File: src/rtl/pipeline_pkg.sv
// Shared definitions for the pipeline memory arbiter: FSM encoding,
// default starvation limit and a counter-width helper.
package pipeline_pkg;

   localparam int STARVE_MAX_DEFAULT = 4;

   typedef enum logic [1:0] {
      IDLE     = 2'd0,
      BUSY_IF  = 2'd1,
      BUSY_MEM = 2'd2
   } arb_state_t;

   // Width needed to hold values 0..max_val, never less than one bit.
   function automatic int cnt_width(input int max_val);
      if (max_val < 1) begin
         return 1;
      end
      return $clog2(max_val + 1);
   endfunction

endpackage

File: src/rtl/mem_arb_starve_cnt.sv
// Counts MEM grants that overtook a waiting IF request. Saturates at
// STARVE_MAX; once saturated the arbiter forces the next grant to IF.
module mem_arb_starve_cnt
   import pipeline_pkg::*;
#(
   parameter int STARVE_MAX = STARVE_MAX_DEFAULT
) (
   input  logic clk,
   input  logic rst,
   input  logic inc,
   input  logic clr,
   output logic sat
);

   localparam int CNT_W = cnt_width(STARVE_MAX);
   localparam logic [CNT_W-1:0] SAT_VAL = CNT_W'(STARVE_MAX);
   localparam logic [CNT_W-1:0] ONE     = CNT_W'(1);

   logic [CNT_W-1:0] cnt_q;
   logic [CNT_W-1:0] cnt_d;

   // Clear wins over increment; increment stops at the saturation value.
   always_comb begin
      cnt_d = cnt_q;
      if (clr) begin
         cnt_d = '0;
      end else if (inc && (cnt_q != SAT_VAL)) begin
         cnt_d = cnt_q + ONE;
      end
   end

   // Counter register, cleared asynchronously.
   always_ff @(posedge clk or posedge rst) begin
      if (rst) begin
         cnt_q <= '0;
      end else begin
         cnt_q <= cnt_d;
      end
   end

   assign sat = (cnt_q == SAT_VAL);

endmodule

File: src/rtl/mem_arbiter.sv
// Single-port memory arbiter between the fetch stage (IF) and the
// load/store stage (MEM). MEM normally wins a conflict, but after
// STARVE_MAX consecutive MEM grants over a waiting IF, IF is served.
module mem_arbiter
   import pipeline_pkg::*;
#(
   parameter int STARVE_MAX = STARVE_MAX_DEFAULT
) (
   input  logic        clk,
   input  logic        rst,
   input  logic        if_req,
   input  logic [31:0] if_addr,
   output logic [31:0] if_rdata,
   output logic        if_valid,
   output logic        if_stall,
   input  logic        MEM_MemRead,
   input  logic        MEM_MemWrite,
   input  logic [31:0] mem_addr,
   input  logic [31:0] mem_wdata,
   output logic [31:0] mem_rdata,
   output logic        mem_valid,
   output logic        mem_stall,
   output logic        ram_en,
   output logic        ram_we,
   output logic [31:0] ram_addr,
   output logic [31:0] ram_wdata,
   input  logic [31:0] ram_rdata,
   input  logic        ram_ready
);

   arb_state_t  state_q, state_d;

   logic [31:0] ram_addr_q, ram_addr_d;
   logic [31:0] ram_wdata_q, ram_wdata_d;
   logic        ram_we_q, ram_we_d;
   logic        if_valid_q, if_valid_d;
   logic        mem_valid_q, mem_valid_d;
   logic [31:0] if_rdata_q, if_rdata_d;
   logic [31:0] mem_rdata_q, mem_rdata_d;

   logic        if_pend;
   logic        mem_pend;
   logic        grant_if;
   logic        grant_mem;
   logic        starve_sat;

   // A requester is no longer pending in the cycle its completion pulse is
   // shown, so the same request is never granted twice.
   assign mem_pend = (MEM_MemRead | MEM_MemWrite) & ~mem_valid_q;
   assign if_pend  = if_req & ~if_valid_q;

   mem_arb_starve_cnt #(
      .STARVE_MAX(STARVE_MAX)
   ) u_starve (
      .clk(clk),
      .rst(rst),
      .inc(grant_mem & if_pend),
      .clr(grant_if),
      .sat(starve_sat)
   );

   // FSM state register.
   always_ff @(posedge clk or posedge rst) begin
      if (rst) begin
         state_q <= IDLE;
      end else begin
         state_q <= state_d;
      end
   end

   // Next-state logic: pick a requester from IDLE, return on ram_ready.
   always_comb begin
      state_d   = state_q;
      grant_if  = 1'b0;
      grant_mem = 1'b0;
      case (state_q)
         IDLE: begin
            if (mem_pend && !(if_pend && starve_sat)) begin
               state_d   = BUSY_MEM;
               grant_mem = 1'b1;
            end else if (if_pend) begin
               state_d  = BUSY_IF;
               grant_if = 1'b1;
            end
         end
         BUSY_IF, BUSY_MEM: begin
            if (ram_ready) begin
               state_d = IDLE;
            end
         end
         default: begin
            state_d = IDLE;
         end
      endcase
   end

   // Output logic: memory enable follows the busy states, stalls follow pend.
   always_comb begin
      ram_en    = (state_q == BUSY_IF) || (state_q == BUSY_MEM);
      ram_we    = ram_we_q;
      ram_addr  = ram_addr_q;
      ram_wdata = ram_wdata_q;
      if_valid  = if_valid_q;
      mem_valid = mem_valid_q;
      if_rdata  = if_rdata_q;
      mem_rdata = mem_rdata_q;
      if_stall  = if_pend;
      mem_stall = mem_pend;
   end

   // Datapath next values: latch the granted request, capture read data on
   // completion. A simultaneous read+write is a write, so load data is kept.
   always_comb begin
      ram_addr_d  = ram_addr_q;
      ram_wdata_d = ram_wdata_q;
      ram_we_d    = ram_we_q;
      if_rdata_d  = if_rdata_q;
      mem_rdata_d = mem_rdata_q;
      if_valid_d  = 1'b0;
      mem_valid_d = 1'b0;
      if (grant_mem) begin
         ram_addr_d  = mem_addr;
         ram_wdata_d = mem_wdata;
         ram_we_d    = MEM_MemWrite;
      end else if (grant_if) begin
         ram_addr_d  = if_addr;
         ram_wdata_d = '0;
         ram_we_d    = 1'b0;
      end
      if ((state_q == BUSY_IF) && ram_ready) begin
         if_valid_d = 1'b1;
         if_rdata_d = ram_rdata;
      end
      if ((state_q == BUSY_MEM) && ram_ready) begin
         mem_valid_d = 1'b1;
         if (!ram_we_q) begin
            mem_rdata_d = ram_rdata;
         end
      end
   end

   // Datapath registers, all cleared asynchronously.
   always_ff @(posedge clk or posedge rst) begin
      if (rst) begin
         ram_addr_q  <= '0;
         ram_wdata_q <= '0;
         ram_we_q    <= 1'b0;
         if_valid_q  <= 1'b0;
         mem_valid_q <= 1'b0;
         if_rdata_q  <= '0;
         mem_rdata_q <= '0;
      end else begin
         ram_addr_q  <= ram_addr_d;
         ram_wdata_q <= ram_wdata_d;
         ram_we_q    <= ram_we_d;
         if_valid_q  <= if_valid_d;
         mem_valid_q <= mem_valid_d;
         if_rdata_q  <= if_rdata_d;
         mem_rdata_q <= mem_rdata_d;
      end
   end

endmodule

File: config.mk
export PLATFORM = sky130hd
export DESIGN_NAME = mem_arbiter
export DESIGN_NICKNAME = d
export VERILOG_FILES = /design/src/rtl/pipeline_pkg.sv /design/src/rtl/mem_arb_starve_cnt.sv /design/src/rtl/mem_arbiter.sv
export SDC_FILE = /design/constraint.sdc
export NUM_CORES = 1
export LEC_CHECK = 0
export ABC_AREA = 1
export BUFFER_PORTS_ARGS = -buffer_cell sky130_fd_sc_hd__buf_2
export CAP_MARGIN = 30
export CORE_MARGIN = 1.5
export CORE_UTILIZATION = 50
export CTS_CLUSTER_DIAMETER = 80
export DETAILED_ROUTE_END_ITERATION = 6
export PLACE_DENSITY = 0.93
export SLEW_MARGIN = 20
export SYNTH_ARGS = -nofsm -noshare
export SYNTH_HDL_FRONTEND = slang
export SYNTH_SLANG_ARGS = --single-unit
File: constraint.sdc
create_clock -name clk -period 9.25 [get_ports clk]
set_input_delay 2.3125 -clock clk [delete_from_list [all_inputs] [get_ports clk]]
set_output_delay 2.3125 -clock clk [all_outputs]
set_load 0.01 [all_outputs]
==> results of run 1 <==
[tightest hold or removal path: cells and delay by family (launching register included)]
| kind | cells | cell delay, ns |
|---|---|---|
| simple gates | 2 | 0.11 |
| flops | 1 | 0.34 |
[cells by family after synthesis]
kind of cell,after synthesis,synth area share (%)
and+or+nand+nor,314,23.1
AOI/OAI and AO/OA,80,7.18
adders and majority gates,5,1.11
DFF,136,60.5
buffers and inverters,102,8.11
[layout make-up]
class / count / area [sq um]
Sequential cell: 136 / 3400
Fill cell: 841 / 3270
Multi-Input combinational cell: 399 / 1780
Timing Repair Buffer: 272 / 1400
Clock buffer: 19 / 422
Inverter: 65 / 249
Clock inverter: 13 / 195
Tap cell: 140 / 175
[through the flow]
stage / cell area [sq um] / util (%) / hold WS, ns / instances
3_3_place_gp: 6960 / 64.0 / 0.457 / 1010
6_report: 7620 / 70.0 / 0.475 / 1044
3_5_place_dp: 6980 / 64.1 / 0.461 / 1011
4_1_cts: 7600 / 69.8 / 0.477 / 1043
2_1_floorplan: 5630 / - / 0.478 / 637
5_1_grt: 7620 / 70.0 / 0.489 / 1044
[registers in the layout, summed over array words and instances, names as in the netlist]
| register | count |
|---|---|
| state_q | 2 |
| ram_we | 1 |
| ram_addr | 32 |
| mem_valid | 1 |
| ram_wdata | 32 |
| if_rdata | 32 |
| mem_rdata | 32 |
| u_starve.cnt_q | 3 |
| if_valid | 1 |
[metal layers]
metal / up-vias / share of wire (%) / global-route usage, %
met5: - / 0 / 0
met4: 0 / 1.8 / 8.18
met3: 26 / 8.0 / 7.11
met2: 228 / 51 / 44.6
met1: 2383 / 40 / 28.2
li1: 2499 / - / -
[cell usage in the layout, fill, tap and decap left out, types with 2 or more instances in the layout]
master,netlist,final
buf_12,0,2
buf_2,11,267
buf_4,12,3
bufinv_16,0,4
clkbuf_1,11,2
clkbuf_16,0,16
clkinv_4,0,4
clkinvlp_4,0,3
dfrtp_1,136,136
ha_1,5,5
inv_1,63,62
inv_2,2,2
inv_6,0,3
nand2_1,249,248
nand3_1,40,40
nand4_1,19,19
nor2_1,2,2
nor2_4,2,2
o21ai_0,77,77
[power by group through the flow]
stage                     Combinational, mW  Clock, mW  Sequential [mW]
after floorplan                       0.500          0             1.14
after global placement                0.994          0             1.01
after detailed placement               1.04          0             1.02
after CTS                              1.04      0.709             1.02
after global routing                   1.16      0.731             1.05
final                                  1.03      0.699             1.02
[path summary, 6_finish.rpt]
kind,start,endpoint,cells after the start
setup / recovery,if_req,if_stall,4
hold / removal,ram_wdata[22],ram_wdata[22],2
setup reg to reg,state_q[0],ram_addr[16],6
hold reg to reg,ram_wdata[22],ram_wdata[22],2
max in group asynchronous,rst,mem_rdata[31],3
min in group asynchronous,rst,ram_wdata[10],2
==> results_dict.tcl, run 1 <==
set metrics [dict create \
    outcome "finished clean" \
    yosys_warnings 0 \
    finalSetupViolations 0 \
    worst_slack_ns 3.96 \
    wl_um 14800 \
    cts_tree "done" \
    fp-row-count 38 \
    die_h_um 109 \
    end_kind "output pin" \
    rsz0062_at_grt "no" \
    maxCapViolCount 0 \
    yosysSeqAreaShare_pct 60.5 \
    post-cts-setup-buffer-count 0 \
    p_comb_share_pct 37.6 \
    htreeDepth 4 \
    synth_area_per_cell_sq_um 8.84 \
    p_int_mw 1.70 \
    routabilityCongestion 0.909 \
    worstMarginPinSlew_ns 0.958 \
    pre_cts_slack_ns 3.94 \
    clock-sinks 136 \
    drt_pass1_iterations 4 \
    synth_seq_cells 136 \
    grt_pass1_wl_um 22600 \
    worstSetupStartpointType "input port" \
    swShare_pct 38.2 \
    worst-path-buf-inv 3 \
    synth-main-ff-cell "dfrtp_1" \
    clkPwrFrac_pct 25.4 \
    synth_common_cells "nand2_1 (249), dfrtp_1 (136), o21ai_0 (77)" \
    final_nets 1030 \
    wire_per_inst_um 14.2 \
    yosys.area.top_type "dfrtp_1" \
    grt_pass1_vias 4776 \
    dieArea_sq_um 11900 \
    slew_headroom_pct 36.1 \
    core_sq_um 10900 \
    synth_cell_types 20 \
    async_flop_share_pct 100 \
    start_util_pct 51.7 \
    hold_path.class "reg -> reg" \
    grt_start_max_net_pins 72 \
    synthCells 637 \
    r2r_slack_ns 6.27 \
    cts_made_buffers 17 \
    fp.dieW_um 109 \
    cts-root-buf "clkbuf_8" \
    yosys.cell_count.top_type "nand2_1" \
    vias_per_cell 4.92 \
    pwr-share-seq_pct 37.0 \
    fmax_ghz 0.189 \
    clk_latency_ns 0.49 \
    io_buffers 267 \
    p_leak_nw 4.41 \
    route.detailed.drc 0 \
    drtIter0Drc 310 \
    synth-edff-count 0 \
    pwr_density_cell_nw_per_um2 360 \
    crit_slowest_cell "nor2_4" \
    worstSetupPathType "in -> out" \
    min_period_ns 5.29 \
    power.total_mw 2.75 \
    ir_worst_vdd_uv 179 \
    period_share_pct 57.2 \
    cpMostUsedCell "buf_2" \
    power_switching_mw 1.05 \
    diodes 0 \
    drive_above_1_share_pct 34.4 \
    cp.required_ns 6.94 \
    path_cells "buf_2 > inv_2 > nor2_4 > buf_2" \
    hpwl_um 10500 \
    syn_area_sq_um 5630 \
    ctsResizeCount 0 \
    drt.antenna.violating_nets 0 \
    grtUsageTotal_pct 24.8 \
    cp_top_family "buffers and inverters" \
    clockBufferDepth 2 \
    io_pins 268 \
    cp_max_fo 13 \
    area_growth_pct 35.4 \
    cts_hold_buf 0 \
    crit_arrival_ns 2.98 \
    cpPeakStageDelay_ns 0.32 \
    vias 5136 \
    hold_viol_final 0 \
    antenna_found_initial 0 \
    grt.overflow.total 0 \
    path_clk_slew_ns 0.06 \
    final.setup.tns_ns 0 \
    final.setup_skew_ns 0.00934 \
    synth_area_leaders "dfrtp_1 (60%), nand2_1 (17%), o21ai_0 (6.8%)" \
    synth_nets 776 \
    synth_top_area_share_pct 60.5 \
    slew_viol_final 0 \
]
Power figures use the tool's default switching activity.
==> inputs of run 2 (changes only) <==
--- a/config.mk
+++ b/config.mk
@@ -5,14 +5,14 @@
 export SDC_FILE = /design/constraint.sdc
 export NUM_CORES = 1
 export LEC_CHECK = 0
-export ABC_AREA = 1
+export ABC_AREA = 0
 export BUFFER_PORTS_ARGS = -buffer_cell sky130_fd_sc_hd__buf_2
 export CAP_MARGIN = 30
 export CORE_MARGIN = 1.5
-export CORE_UTILIZATION = 50
+export CORE_UTILIZATION = 46
 export CTS_CLUSTER_DIAMETER = 80
 export DETAILED_ROUTE_END_ITERATION = 6
-export PLACE_DENSITY = 0.93
+export PLACE_DENSITY = 0.89
 export SLEW_MARGIN = 20
 export SYNTH_ARGS = -nofsm -noshare
 export SYNTH_HDL_FRONTEND = slang
==> constraint.sdc (replaced) <==
create_clock -name clk -period 5.5 [get_ports clk]
set_input_delay 1.375 -clock clk [delete_from_list [all_inputs] [get_ports clk]]
set_output_delay 1.375 -clock clk [all_outputs]
set_load 0.01 [all_outputs]
==> run 2 against run 1 <==
The run now ends with DRC left. Register-to-register slack got worse by 2.9 ns. Cell count decreased by 22%. Non-clock buffer count unchanged. Utilization decreased by 5.3 points. Final area decreased by 3.8%. Routed wire length decreased by 4.4%. Via count decreased by 17%. Sequential power increased by 72%. Setup slack got worse by 1.9 ns. First-iteration DRC count increased by 19%. Critical path type unchanged.
==> results_dict.tcl, run 2 <==
set metrics [dict create \
    ir_worst_vdd_uv 413 \
    synth-xor-area-share_pct 0.165 \
    dieArea_sq_um 12200 \
    slew_headroom_pct 46.7 \
    synthCells 391 \
    path_cells "buf_2 > o21ba_1 > buf_2" \
    fmax_ghz 0.289 \
    core_sq_um 11300 \
    min_period_ns 3.46 \
    synth_cell_types 30 \
    cts_hold_buf 0 \
    slew_viol_final 0 \
    crit_arrival_ns 2.08 \
    layout_commonest_cell "buf_2" \
    rsz0062_at_grt "no" \
    final_cell_mix "buf_2 (267), dfrtp_1 (136), mux2_2 (64), a22o_1 (33), nand2_1 (23)" \
    cts_tree "done" \
    start_util_pct 46.9 \
    period_share_pct 62.8 \
    yosys.area_share.simple_pct 3.91 \
    final_nets 793 \
    grt_start_max_net_pins 91 \
    synth-adder-area-share_pct 1.18 \
    yosys.area.top_type "dfrtp_1" \
    p_leak_nw 3.84 \
    worstMarginPinSlew_ns 0.799 \
    grt_pass1_wl_um 22400 \
    synth_common_cells "dfrtp_1 (136), mux2_2 (64), a22o_1 (33)" \
    worstSetupPathType "in -> out" \
    die_h_um 110 \
    clk_latency_ns 0.41 \
    synth_top_family_by_area "multiplexers" \
    final.setup.tns_ns 0 \
    pwr_density_cell_nw_per_um2 639 \
    drtIter0Drc 369 \
    synth-main-ff-cell "dfrtp_1" \
    crit_slowest_cell "o21ba_1" \
    path_clk_slew_ns 0.06 \
    hold_viol_final 0 \
    wire_per_inst_um 17.5 \
    clock-sinks 136 \
    cpMostUsedCell "buf_2" \
    area_growth_pct 38.0 \
    maxCapViolCount 0 \
    finish.instance_area_sq_um 7330 \
    final.setup_skew_ns 0.0115 \
    async_flop_share_pct 100 \
    synth_area_leaders "dfrtp_1 (64%), mux2_2 (14%), a22o_1 (5.4%)" \
    synth-edff-count 0 \
    htreeDepth 4 \
    outcome "finished, violations left" \
    fp-row-count 39 \
    routabilityCongestion 0.916 \
    hold_path.class "reg -> reg" \
    yosys.cell_count.top_type "dfrtp_1" \
    synth_compound_area_share_pct 12.6 \
    grt_pass1_vias 4592 \
    worstSetupStartpointType "input port" \
    yosys_warnings 0 \
    drt_pass1_iterations 7 \
    route.detailed.drc 1 \
    post_dp_cell_area_sq_um 6720 \
    cp_max_fo 7 \
    worstHoldPathCells 2 \
    post-cts-setup-buffer-count 0 \
    hpwl_um 10000 \
    cpPeakStageDelay_ns 0.39 \
    clockBufferDepth 2 \
    violations "DRC" \
    vias 4282 \
    vias_per_cell 5.29 \
    ctsResizeCount 0 \
    cts-root-buf "clkbuf_16" \
    finalSetupViolations 0 \
    fp.dieW_um 110 \
    synth_nets 530 \
    syn_area_sq_um 5310 \
    io_pins 268 \
    yosysSeqAreaShare_pct 64.1 \
    drt.antenna.violating_nets 0 \
    cp.required_ns 4.12 \
    synth_area_per_cell_sq_um 13.6 \
    synth_top_area_share_pct 64.1 \
    io_buffers 267 \
    synth_seq_cells 136 \
    synth.area.mux_share_pct 13.8 \
    wl_um 14100 \
    antenna_found_initial 1 \
    cts_made_buffers 17 \
    grtUsageTotal_pct 23.3 \
    grt.overflow.total 0 \
    end_kind "output pin" \
    reg2regPathDepth 4 \
    drive_above_1_share_pct 55.7 \
]
-- run 2: kinds of logic after synthesis --
logic type / count (synthesis)
flops: 136
compound gates: 91
mux: 65
buf+inv: 47
simple gates: 46
fa+ha+maj: 5
xor+xnor: 1
-- run 2: worst max-delay path, delay by kind of cell --
family          cells  cell delay [ns]
compound gates      1             0.39
buf+inv             2             0.31
-- run 2: layout make-up --
class | count | area [sq um]
clock inverter | 11 | 148
clock buffer | 20 | 457
timing repair buffer | 272 | 1370
inverter | 19 | 76.3
tap | 143 | 179
fill | 839 | 3990
antenna | 1 | 2.50
multi-input combinational | 208 | 1690
sequential | 136 | 3400
-- run 2: routing by layer --
metal / vias to the layer above / share of wire (%) / track usage, %
li1: 1927 / - / -
met1: 2103 / 38 / 25.5
met2: 229 / 51 / 40.4
met3: 23 / 8.1 / 8.34
met4: 0 / 2.3 / 10.6
met5: - / 0 / 0
-- run 2: worst paths after layout --
check	slack, ns	endpoint	startpoint
worst max-delay path	2.04	mem_stall	MEM_MemWrite
worst min-delay path	0.48	ram_addr[22]	ram_addr[22]
worst max register to register	3.34	ram_addr[18]	mem_valid
worst min register to register	0.48	ram_addr[22]	ram_addr[22]
max in group asynchronous	3.27	ram_addr[30]	rst
min in group asynchronous	1.11	ram_wdata[15]	rst
-- run 2: stage by stage --
| step | setup WS [ns] | power [mW] | util [%] | hold slack [ns] | std cells |
|---|---|---|---|---|---|
| after detailed placement | 2.04 | 3.54 | 59.4 | 0.468 | 778 |
| final | 2.04 | 4.69 | 64.7 | 0.476 | 810 |
| after CTS | 2.04 | 4.72 | 64.7 | 0.481 | 809 |
| after global placement | 2.05 | 3.44 | 59.4 | 0.458 | 778 |
| after floorplan | 0.486 | 2.82 | - | 0.475 | 391 |
| after global routing | 2.00 | 4.94 | 64.7 | 0.499 | 810 |
-- run 2: where the power goes --
group	switching, mW	internal, mW	total, mW
Clock	0.416	0.735	1.15
Combinational	0.960	0.826	1.79
Sequential	0.264	1.49	1.75
Total	1.64	3.05	4.69
